[src/rtl/multicycle_seq.sv]
// Moore sequencer for the 16-bit multicycle datapath; strobes decode from the state register (op_code used in EXEC_R/WB).
// Optional cycle/retire counters are built when MULTICYCLE_SEQ_PERF_EN is defined.
`timescale 1ns/1ps
module multicycle_seq #(
  parameter logic [3:0] ALU_ADD = 4'd0,
  parameter logic [3:0] ALU_SUB = 4'd1
) (
  input  logic        clk,
  input  logic        rst,
  input  logic [3:0]  op_code,
  input  logic        zero,
  input  logic        stall,
  output logic        EscCondCP,
  output logic        EscCP,
  output logic [3:0]  ULA_OP,
  output logic        ULA_A,
  output logic [1:0]  ULA_B,
  output logic        EscIR,
  output logic [1:0]  FonteCP,
  output logic        EscReg,
  output logic        r_w,
  output logic        halted,
  output logic        illegal,
  output logic [2:0]  state
`ifdef MULTICYCLE_SEQ_PERF_EN
  ,
  output logic [15:0] cyc_cnt,
  output logic [15:0] ret_cnt
`endif
);

  typedef enum logic [2:0] {
    FETCH  = 3'd0,
    DECODE = 3'd1,
    EXEC_R = 3'd2,
    WB     = 3'd3,
    BRANCH = 3'd4,
    JUMP   = 3'd5,
    HALT   = 3'd6
  } state_e;

  state_e state_q, state_d, st;
  logic   illegal_q, illegal_d;
  logic   retire;

  // The branch condition is applied by the datapath, so zero is never sampled here.
  logic zero_unused;
  assign zero_unused = zero;

`ifdef MULTICYCLE_SEQ_PERF_EN
  logic [15:0] cyc_cnt_q, cyc_cnt_d, ret_cnt_q, ret_cnt_d;
`else
  logic retire_unused;
  assign retire_unused = retire;
`endif

  always_comb begin
    state_d   = state_q;
    illegal_d = illegal_q;
    retire    = 1'b0;
    if (!stall) begin
      case (state_q)
        FETCH:  state_d = DECODE;
        DECODE: begin
          if (op_code <= 4'h8) begin
            state_d = EXEC_R;
          end else begin
            case (op_code)
              4'hE:    state_d = BRANCH;
              4'hF:    state_d = JUMP;
              4'hC:    state_d = HALT;
              default: begin
                state_d = FETCH;
                retire  = 1'b1;
                if (op_code != 4'hD) illegal_d = 1'b1;
              end
            endcase
          end
        end
        EXEC_R:           state_d = WB;
        WB, BRANCH, JUMP: begin
          state_d = FETCH;
          retire  = 1'b1;
        end
        HALT:    state_d = HALT;
        default: state_d = FETCH;
      endcase
    end
  end

`ifdef MULTICYCLE_SEQ_PERF_EN
  always_comb begin
    cyc_cnt_d = (state_q != HALT) ? cyc_cnt_q + 16'd1 : cyc_cnt_q;
    ret_cnt_d = retire ? ret_cnt_q + 16'd1 : ret_cnt_q;
  end

  assign cyc_cnt = cyc_cnt_q;
  assign ret_cnt = ret_cnt_q;
`endif

  always_ff @(posedge clk) begin
    if (rst) begin
      state_q   <= FETCH;
      illegal_q <= 1'b0;
`ifdef MULTICYCLE_SEQ_PERF_EN
      cyc_cnt_q <= 16'd0;
      ret_cnt_q <= 16'd0;
`endif
    end else begin
      state_q   <= state_d;
      illegal_q <= illegal_d;
`ifdef MULTICYCLE_SEQ_PERF_EN
      cyc_cnt_q <= cyc_cnt_d;
      ret_cnt_q <= ret_cnt_d;
`endif
    end
  end

  // Reset shows FETCH decode immediately, even before the first clock edge.
  always_comb begin
    st        = rst ? FETCH : state_q;
    EscCondCP = 1'b0;
    EscCP     = 1'b0;
    ULA_OP    = ALU_ADD;
    ULA_A     = 1'b0;
    ULA_B     = 2'd0;
    EscIR     = 1'b0;
    FonteCP   = 2'd0;
    EscReg    = 1'b0;
    r_w       = 1'b0;
    halted    = 1'b0;
    case (st)
      FETCH: begin
        EscIR = 1'b1;
        EscCP = 1'b1;
        ULA_B = 2'd1;
      end
      DECODE: ULA_B = 2'd2;
      EXEC_R, WB: begin
        ULA_A = 1'b1;
        if (op_code[3]) ULA_B = 2'd2;
        else            ULA_OP = op_code;
        if (st == WB) begin
          EscReg = 1'b1;
          r_w    = 1'b1;
        end
      end
      BRANCH: begin
        ULA_A     = 1'b1;
        ULA_OP    = ALU_SUB;
        EscCondCP = 1'b1;
        FonteCP   = 2'd1;
      end
      JUMP: begin
        EscCP   = 1'b1;
        FonteCP = 2'd2;
      end
      HALT:    halted = 1'b1;
      default: ;
    endcase
    if (stall && !rst) begin
      EscCP     = 1'b0;
      EscCondCP = 1'b0;
      EscIR     = 1'b0;
      EscReg    = 1'b0;
      r_w       = 1'b0;
    end
  end

  assign state   = st;
  assign illegal = illegal_q & ~rst;

endmodule

[config.mk]
export PLATFORM = sky130hd
export DESIGN_NAME = multicycle_seq
export DESIGN_NICKNAME = d
export VERILOG_FILES = /design/src/rtl/multicycle_seq.sv
export SDC_FILE = /design/constraint.sdc
export NUM_CORES = 1
export LEC_CHECK = 0
export BUFFER_PORTS_ARGS = -buffer_cell sky130_fd_sc_hd__buf_2
export CORE_AREA = 2 2 39 41
export DETAILED_ROUTE_END_ITERATION = 7
export DIE_AREA = 0 0 41 43
export HOLD_SLACK_MARGIN = 0.1
export PLACE_DENSITY = 0.64
export SLEW_MARGIN = 10
export SYNTH_ARGS = -nofsm -noshare
export SYNTH_HDL_FRONTEND = slang
export SYNTH_SLANG_ARGS = --single-unit
[constraint.sdc]
create_clock -name clk -period 2.35 [get_ports clk]
set_input_delay 0.1175 -clock clk [delete_from_list [all_inputs] [get_ports clk]]
set_output_delay 0.1175 -clock clk [all_outputs]
set_load 0.03 [all_outputs]
Yosys cells after proc, flatten, opt, wreduce, memory -nomap -nowiden
Cells that the tools add are included.
{ "totals": {"regBits": 4, "input_bits": 8, "output_inout_bits": 19} }
{ "op_classes": {"n_eq_ne": 13, "mux": 20, "bitwise_logic": 5, "n_reduce_logical": 9, "magnitude_cmp": 1} }
{ "op_table": {"columns": ["operator", "count"], "rows": [
  ["equality test 3 bit, second input constant", 4],
  ["equality test 4 bit, second input constant", 3],
  ["one-hot mux 3 bit (4 select lines)", 1],
  ["two-way mux 1 bit", 11],
  ["equality test 3 x 2 -> 1 bit, second input constant", 3],
  ["two-way mux 3 bit", 3],
  ["one-hot mux 3 bit (3 select lines)", 1],
  ["equality test 3 x 1 -> 1 bit, second input constant", 2],
  ["logical NOT 3 bit", 2],
  ["one-hot mux 2 bit (3 select lines)", 1],
  ["one-hot mux 3 bit (2 select lines)", 1],
  ["OR reduction 3 bit", 2],
  ["AND reduction 5 bit", 1],
  ["less-or-equal comparator 4 bit, second input constant", 1],
  ["inequality test 4 bit, second input constant", 1],
  ["NOT 1 bit", 4],
  ["one-hot mux 2 bit (2 select lines)", 1],
  ["OR reduction 2 bit", 2],
  ["two-way mux 2 bit", 1],
  ["AND 1 bit", 1],
  ["logical AND 1 bit", 1],
  ["logical NOT 1 bit", 1]
]} }

Logic depth before layout (Yosys ltp)
Gate-level depths: netlist (run 1).
{ "depth": {"word_depth": 5, "ltp_mapped": 4, "depth_no_buf": 3} }

Worst setup path before layout (run 1)
No wires, ideal clock.
{ "synth_path": {"path_kind": "reg2out", "start": "reg state_q[1]", "end": "out r_w", "setup_slack_ps": 456, "t_required_ps": 2233, "arrival_ps": 1776, "stages_incl_launch_ff": 5, "path_cell_list": "dfxtp_1 -> buf_2 -> nor2b_1 -> and3_1 -> buf_4"} }
{ "synth_between": {"elab_chain_cells": 5, "elab_cells_between_ends": 7, "classes_between": "2 x eq/ne; 4 x mux; 1 x reduce/logical"} }
{ "synth_lines": {"columns": ["element", "line", "source"], "rows": [
  ["start, declared", "42", "state_e state_q, state_d, st;"],
  ["start signal, assigned", "110", "state_q <= state_d;"],
  ["two-way mux 3 bit *", "121", "st = rst ? FETCH : state_q;"],
  ["named net state[1]", "24", "output logic [2:0] state"],
  ["equality test 3 x 2 -> 1 bit (on tied branches)", null, null],
  ["two-way mux 1 bit / OR reduction 2 bit (equally long branches)", null, null],
  ["two-way mux 1 bit * (2 in a row)", null, null],
  ["end, declared", "21", "output logic r_w,"]
]} }
Mark *: on every way through the listed nets, which the timed path passes. The rest lies on a longest branch.

Worst setup path after layout (run 1)
{ "layout_path": {"start": "reg state_q[1]", "end": "out ULA_OP[0]"} }
{ "layout_between": {"elab_chain_cells": 4, "elab_cells_between_ends": 6, "classes_between": "3 x eq/ne; 2 x mux; 1 x reduce/logical"} }
{ "layout_lines": {"columns": ["element", "line", "source"], "rows": [
  ["two-way mux 3 bit *", "121", null],
  ["equality test 3 x 2 -> 1 bit", "132", "case (st)"],
  ["OR reduction 2 bit", "132", null],
  ["one-hot mux 3 bit (2 select lines) *", "132", null],
  ["end, declared", "15", "output logic [3:0] ULA_OP,"]
]} }
Every way passes the cells marked *; elsewhere a longest branch is shown, timed or not.

==> results of run 1 <==
==> worst max-delay path: cells and delay by family (launching register included) <==
family	cells	cell delay (ns)
buffers and inverters	1	0.20
DFF	1	0.60
and+or+nand+nor	2	0.47
AOI/OAI and AO/OA	1	0.14
==> power by group through the flow <==
stage               registers (mW)  clock network, mW  logic [mW]
global route                0.0810             0.0972      0.0754
global placement            0.0807                  0      0.0679
finish                      0.0802             0.0891      0.0685
floorplan                   0.0743                  0      0.0577
detailed placement          0.0809                  0      0.0685
CTS                         0.0800             0.0921      0.0688
==> sequential cells by signal, summed over array words and instances, names as in the netlist <==
register   flops
illegal_q      1
state_q        3
==> metrics by stage <==
step                      hold WS [ns]  utilization (%)
final                            0.192             38.1
after global routing             0.225             38.1
after CTS                        0.194             38.1
after detailed placement         0.444             36.4
after global placement           0.435             36.4
after floorplan                  0.302                -
==> cell usage after synthesis, drive strengths merged, types with 2 or more instances <==
cell type / n / area share (%)
nor4: 2 / 3.1
mux2i: 2 / 4.9
dfxtp: 4 / 20
a31oi: 2 / 3.1
nor2: 3 / 2.8
nand2: 2 / 1.8
buf: 6 / 10
a21oi: 4 / 4.9
nand3: 2 / 2.4
inv: 2 / 1.8
nor2b: 4 / 6.1
nor3: 4 / 4.9
nand2b: 4 / 8.0
nor4b: 3 / 6.4
==> per-layer routing <==
metal	GRT usage, %	part of all wire, %	up-vias
met5	0	0	-
met4	4.00	0	0
met3	7.85	10	0
met2	21.3	45	21
met1	16.7	45	204
li1	-	-	236
==> worst max path at each step <==
stage | endpoint | cells past startpoint | slack, ns
final | ULA_OP[0] | 4 | 0.57
after detailed placement | ULA_OP[0] | 4 | 0.86
after global routing | ULA_OP[0] | 4 | 0.49
after global placement | ULA_OP[0] | 4 | 0.86
after CTS | ULA_OP[0] | 4 | 0.60
after floorplan | r_w | 4 | 0.46
==> area by class of cell <==
type                       count  area [sq um]
inverter                       2          7.51
multi-input combinational     43           277
tap                           16          20.0
clock buffer                   3          22.5
fill                         167           857
sequential                     4          80.1
timing repair buffer          24           120
==> cell families (layout without fill, tap and decap cells) <==
kind of cell           after synthesis  after routing  share of synthesized area, %
AND/OR/NAND/NOR                     29             29                          44.7
AO/OA/AOI/OAI                       10             10                          15.0
buffers and inverters                9             29                          12.8
flip-flops                           4              4                          19.6
multiplexers                         2              2                          4.89
other                                1              1                         0.917
XOR/XNOR                             1              1                          2.14
==> summary.txt, run 1 <==
Floorplanning
  • Die Area: 1760 sq um
  • Die Ht: 43 um
  • Starting Density: 29.6%
  • Num rows: 14
  • I/O pin cnt: 27
  • Die W: 41 um
  • Core Box Area: 1380 sq um

Flow run
  • Max_cap viols: 0

Synthesis
  • Post-Syn Area: 409 sq um
  • Syn nets: 64
  • Most used DFF post-synth: dfxtp_1
  • Mapped Cells: 56
  • Synth Area per Inst: 7.31 sq um
  • Seq/Total Area, Yosys: 19.6%
  • Ys Warns: 0
  • Number of synthesized flops with an enable pin: 0
  • Yosys cell types: 29
  • Ys async rst share: 0%
  • Yosys reg bits: 4

Clocking
  • CTS Buffer Depth: 2
  • Clock Latency Late Sink: 0.24 ns
  • Root buf cell: clkbuf_4
  • Hold Buf Count CTS: 0
  • Htree depth: 1
  • # Post-CTS Setup Buffers: 0
  • Worst-path clk slew: 0.04 ns
  • CTS tree: built
  • Post-CTS sizing: 0
  • Clock Sinks: 4
  • CTS buffer count: 3

Layout
  • Post-route cell area: 527 sq um
  • Number of diodes: 0
  • Layout cell share with drive strength beyond 1: 38.2%
  • Commonest non-fill, non-tap cell in the layout: buf_2
  • Finished Layout Cells: 92
  • Fin nets: 86
  • Commonest non-fill, non-tap cells in the layout: 24 x buf_2, 4 x nor2b_1, 4 x a21oi_1, 4 x nor3_1, 4 x dfxtp_1
  • Layout Area Growth over Synthesis: 28.7%

Drt
  • Via Count: 461
  • Drt drc: 0
  • Drt first-iter violations: 5
  • Drt first pass iters: 4
  • Post-Route WL: 1.07 mm
  • Antenna viol nets, final: 0
  • WL/cell: 11.6 um
  • Vias per cell: 5.01

Global routing
  • First-pass GRT wire length: 1.70 mm
  • Pin count of the biggest net entering global routing: 19
  • All-layer global routing usage: 14.2%
  • Number of global-route vias before repair: 424
  • Antenna violations before repair: 0
  • GR Overflow Total: 0

Place
  • DP Wirelength: 772 um
  • Dpl cells: 89
  • Post-place setup slack: 0.857 ns
  • Number of port buffers: 24
  • GPL Wtd Cong: 0.829
  • Post-DP Area: 504 sq um

Setup path
  • Crit Path Category: flop to primary output
  • CP max stage delay: 0.60 ns
  • Critical-path maximum fanout: 12
  • Reg-to-Reg Start: state_q[0]
  • Critical Path, Cell by Cell: nand2b_4, or3b_1, a21oi_1, buf_2
  • CP required: 2.23 ns
  • Critical Path Start: state_q[1]
  • Worst R2R Setup Slack: 1.14 ns
  • CP Launch Type: flop
  • Slowest cell on crit path: dfxtp_1
  • Worst r2r dst: state_q[2]
  • Critical path arrival: 1.66 ns
  • Reg2Reg Depth: 3
  • CP endpoint kind: primary output

Status
  • Run status: finished clean

Timing
  • TNS Setup: 0 ns
  • Max-slew violation count: 0
  • Fmax: 563 MHz
  • Hold Vio Cnt, Final: 0
  • RSZ-0062 raised after global routing: no
  • # setup viols final: 0
  • Setup slack after layout: 0.574 ns
  • Min Tclk post-route: 1.78 ns
  • Final period util: 75.6%
  • Max Clock Skew: 0.00255 ns

Power
  • Pint: 0.153 mW
  • VDD IR max: 0.217 mV
  • Leak: 0.248 nW
  • Power, Total: 0.238 mW
  • Seq pwr share: 33.7%
  • Pwr Density: 451 nW/um^2
  • NetSw: 0.0851 mW
  • Clock share of power: 37.5%
  • Switching Share: 35.8%
  • Comb pwr share: 28.8%

Hold path
  • Hold path endpoint: illegal_q
  • Hold Path Stages: 4
  • Hold crit path type: input pin to flop
  • Worst Hold Launch: op_code[2]
No activity file was read; power rests on OpenSTA's default activity.
==> run 2, diff against run 1 <==
- PLACE_DENSITY: 0.64 -> 0.66
- clock period: 2.35 -> 1.6 ns (I/O delays scaled with it)
==> run 2 against run 1 <==
Against the previous run:
- via count is 7.8% higher
- clock power is 53% higher
- non-clock buffer count is 2 higher
- critical path depth stayed put
- critical endpoint unchanged
- largest cell class unchanged
==> summary.txt, run 2 (synthesis gave the netlist of run 1 again) <==
Setup path
  • CP Launch Type: flop
  • Critical path arrival: 1.45 ns (-0.21 ns)
  • CP Depth: 4 (unchanged)
  • WP buf/inv: 1 (unchanged)
  • Critical-path maximum fanout: 8 (-4)
  • CP max stage delay: 0.36 ns (-0.24 ns)
  • CP endpoint kind: primary output
  • Critical Path, Cell by Cell: nand2b_4, or3b_1, a21oi_1, buf_4
  • Crit Path Category: flop to primary output
  • Slowest cell on crit path: dfxtp_2
  • CP delay by family, top: simple AND/OR/NAND/NOR gates
  • CP required: 1.52 ns (-0.71 ns)
  • Reg2Reg Depth: 4 (+1)

Floorplanning
  • Die W: 41 um (unchanged)
  • Die Ht: 43 um (unchanged)
  • I/O pin cnt: 27 (unchanged)
  • Die Area: 1760 sq um (unchanged)
  • Starting Density: 29.6% (unchanged)
  • Core Box Area: 1380 sq um (unchanged)
  • Num rows: 14 (unchanged)

Timing
  • Max-slew violation count: 0 (unchanged)
  • Min Tclk post-route: 1.53 ns
  • Hold Vio Cnt, Final: 0 (unchanged)
  • Max Clock Skew: 0.00127 ns (-0.00128 ns)
  • Setup slack after layout: 0.0745 ns (-0.500 ns)
  • Min Hold Slack: 0.145 ns (-0.0470 ns)
  • Final period util: 95.3%
  • Fmax: 656 MHz
  • TNS Setup: 0 ns (unchanged)
  • # setup viols final: 0 (unchanged)

Drt
  • Antenna viol nets, final: 0 (unchanged)
  • Post-Route WL: 1.09 mm (+2.1%)
  • Vias per cell: 5.29 (+5.5%)
  • Drt first pass iters: 3 (-1)
  • Drt first-iter violations: 12 (+7)
  • Drt drc: 0 (unchanged)
  • WL/cell: 11.6 um (about the same)
  • Via Count: 497 (+7.8%)

Layout
  • Number of diodes: 0 (unchanged)
  • Fin nets: 88 (+2.3%)
  • Layout filler cell count: 152 (-9.0%)
  • Layout Area Growth over Synthesis: 36.1%
  • Biggest register: state_q
  • Register area: 83.8 sq um (+4.7%)
  • Commonest non-fill, non-tap cells in the layout: 23 x buf_2, 4 x a21oi_1, 4 x nor3_1
  • Commonest non-fill, non-tap cell in the layout: buf_2
  • Number of flip-flops in the largest register: 3 (unchanged)
  • Multi-input gate area: 285 sq um (+3.2%)
  • Regs by FF count: state_q x3, illegal_q x1
  • Layout cell share with drive strength beyond 1: 46.2% (+8.0 points)

Global routing
  • First-pass GRT wire length: 1.61 mm (-5.7%)
  • Antenna violations before repair: 0 (unchanged)
  • Met2 Track Usage GR: 17.8% (-3.4 points)
  • M1 GR Usage: 18.1% (+1.4 points)
  • GR Overflow Total: 0 (unchanged)
  • Number of global-route vias before repair: 378 (-11%)
  • All-layer global routing usage: 13.8% (-0.37 points)
  • Pin count of the biggest net entering global routing: 19 (unchanged)
  • GRT met3 Usage: 3.14% (-4.7 points)
  • Gr busiest metal: met1

Place
  • Number of port buffers: 24 (unchanged)
  • DP Wirelength: 790 um (+2.3%)
  • GPL Wtd Cong: 0.813 (-2.0%)
  • Post-place setup slack: 0.264 ns (-0.592 ns)

Power
  • Leak: 0.260 nW (+4.8%)
  • VDD IR max: 0.236 mV (+8.5%)
  • Pwr Density: 648 nW/um^2 (+43%)

Clocking
  • CTS buffer count: 3 (unchanged)
  • # Post-CTS Setup Buffers: 0 (unchanged)
  • Clock Sinks: 4 (unchanged)
  • Worst-path clk slew: 0.04 ns (about the same)
  • Clock Latency Late Sink: 0.24 ns (about the same)
  • CTS tree: built
  • Htree depth: 1 (unchanged)
  • Root buf cell: clkbuf_4
  • CTS Buffer Depth: 2 (unchanged)

Status
  • Run status: finished clean

Hold path
  • Hold crit path type: input pin to flop
  • Hold Path Stages: 4 (unchanged)

Flow run
  • Max_cap viols: 0 (unchanged)
-- run 2: cell count changes in the layout (fill, tap and decap cells not counted), sizes merged --
cell	previous run	this run
buf	24	26
-- run 2: final timing paths --
kind	from	to	slack (ns)
worst max-delay path	state_q[2]	ULA_OP[0]	0.07
worst min-delay path	op_code[2]	illegal_q	0.15
worst max register to register	state_q[0]	state_q[1]	0.54
worst min register to register	state_q[1]	state_q[1]	0.51
-- run 2: timing repair --
item                       CTS  global route
setup endpoints to repair    1             5
hold buffers                 0             0
resized for setup            1             4
-- run 2: cell type report --
cell class	instances	area share, %
clock buffers	3	4.04
inverters	2	1.35
multi-input cells	43	51.2
flip-flops and latches	4	15.1
well taps	16	3.60
repair buffers	26	24.7
-- run 2: per-layer routing --
| layer | routed length, um | up-vias |
|---|---|---|
| met2 | 510 | 17 |
| met5 | 0 | - |
| met1 | 496 | 236 |
| met4 | 12 | 0 |
| met3 | 75 | 2 |
| li1 | - | 242 |
-- run 2: stage by stage --
step	power (mW)	utilization [%]	std cells	cell area, sq um
2_1_floorplan	0.195	-	56	418
3_3_place_gp	0.223	38.2	91	528
3_5_place_dp	0.225	38.2	91	528
4_1_cts	0.358	39.9	94	552
5_1_grt	0.385	40.2	94	557
6_report	0.361	40.2	94	557
-- run 2: power by group --
part           leakage [nW]  switching, mW  internal (mW)
registers            0.0338         0.0110          0.106
clock network        0.0138         0.0510         0.0846
logic                 0.212         0.0692         0.0390
-- run 2: tightest hold or removal path: cells and delay by family --
| kind | cells | cell delay, ns |
|---|---|---|
| simple gates | 2 | 0.11 |
| compound gates | 1 | 0.06 |
| buf+inv | 1 | 0.09 |
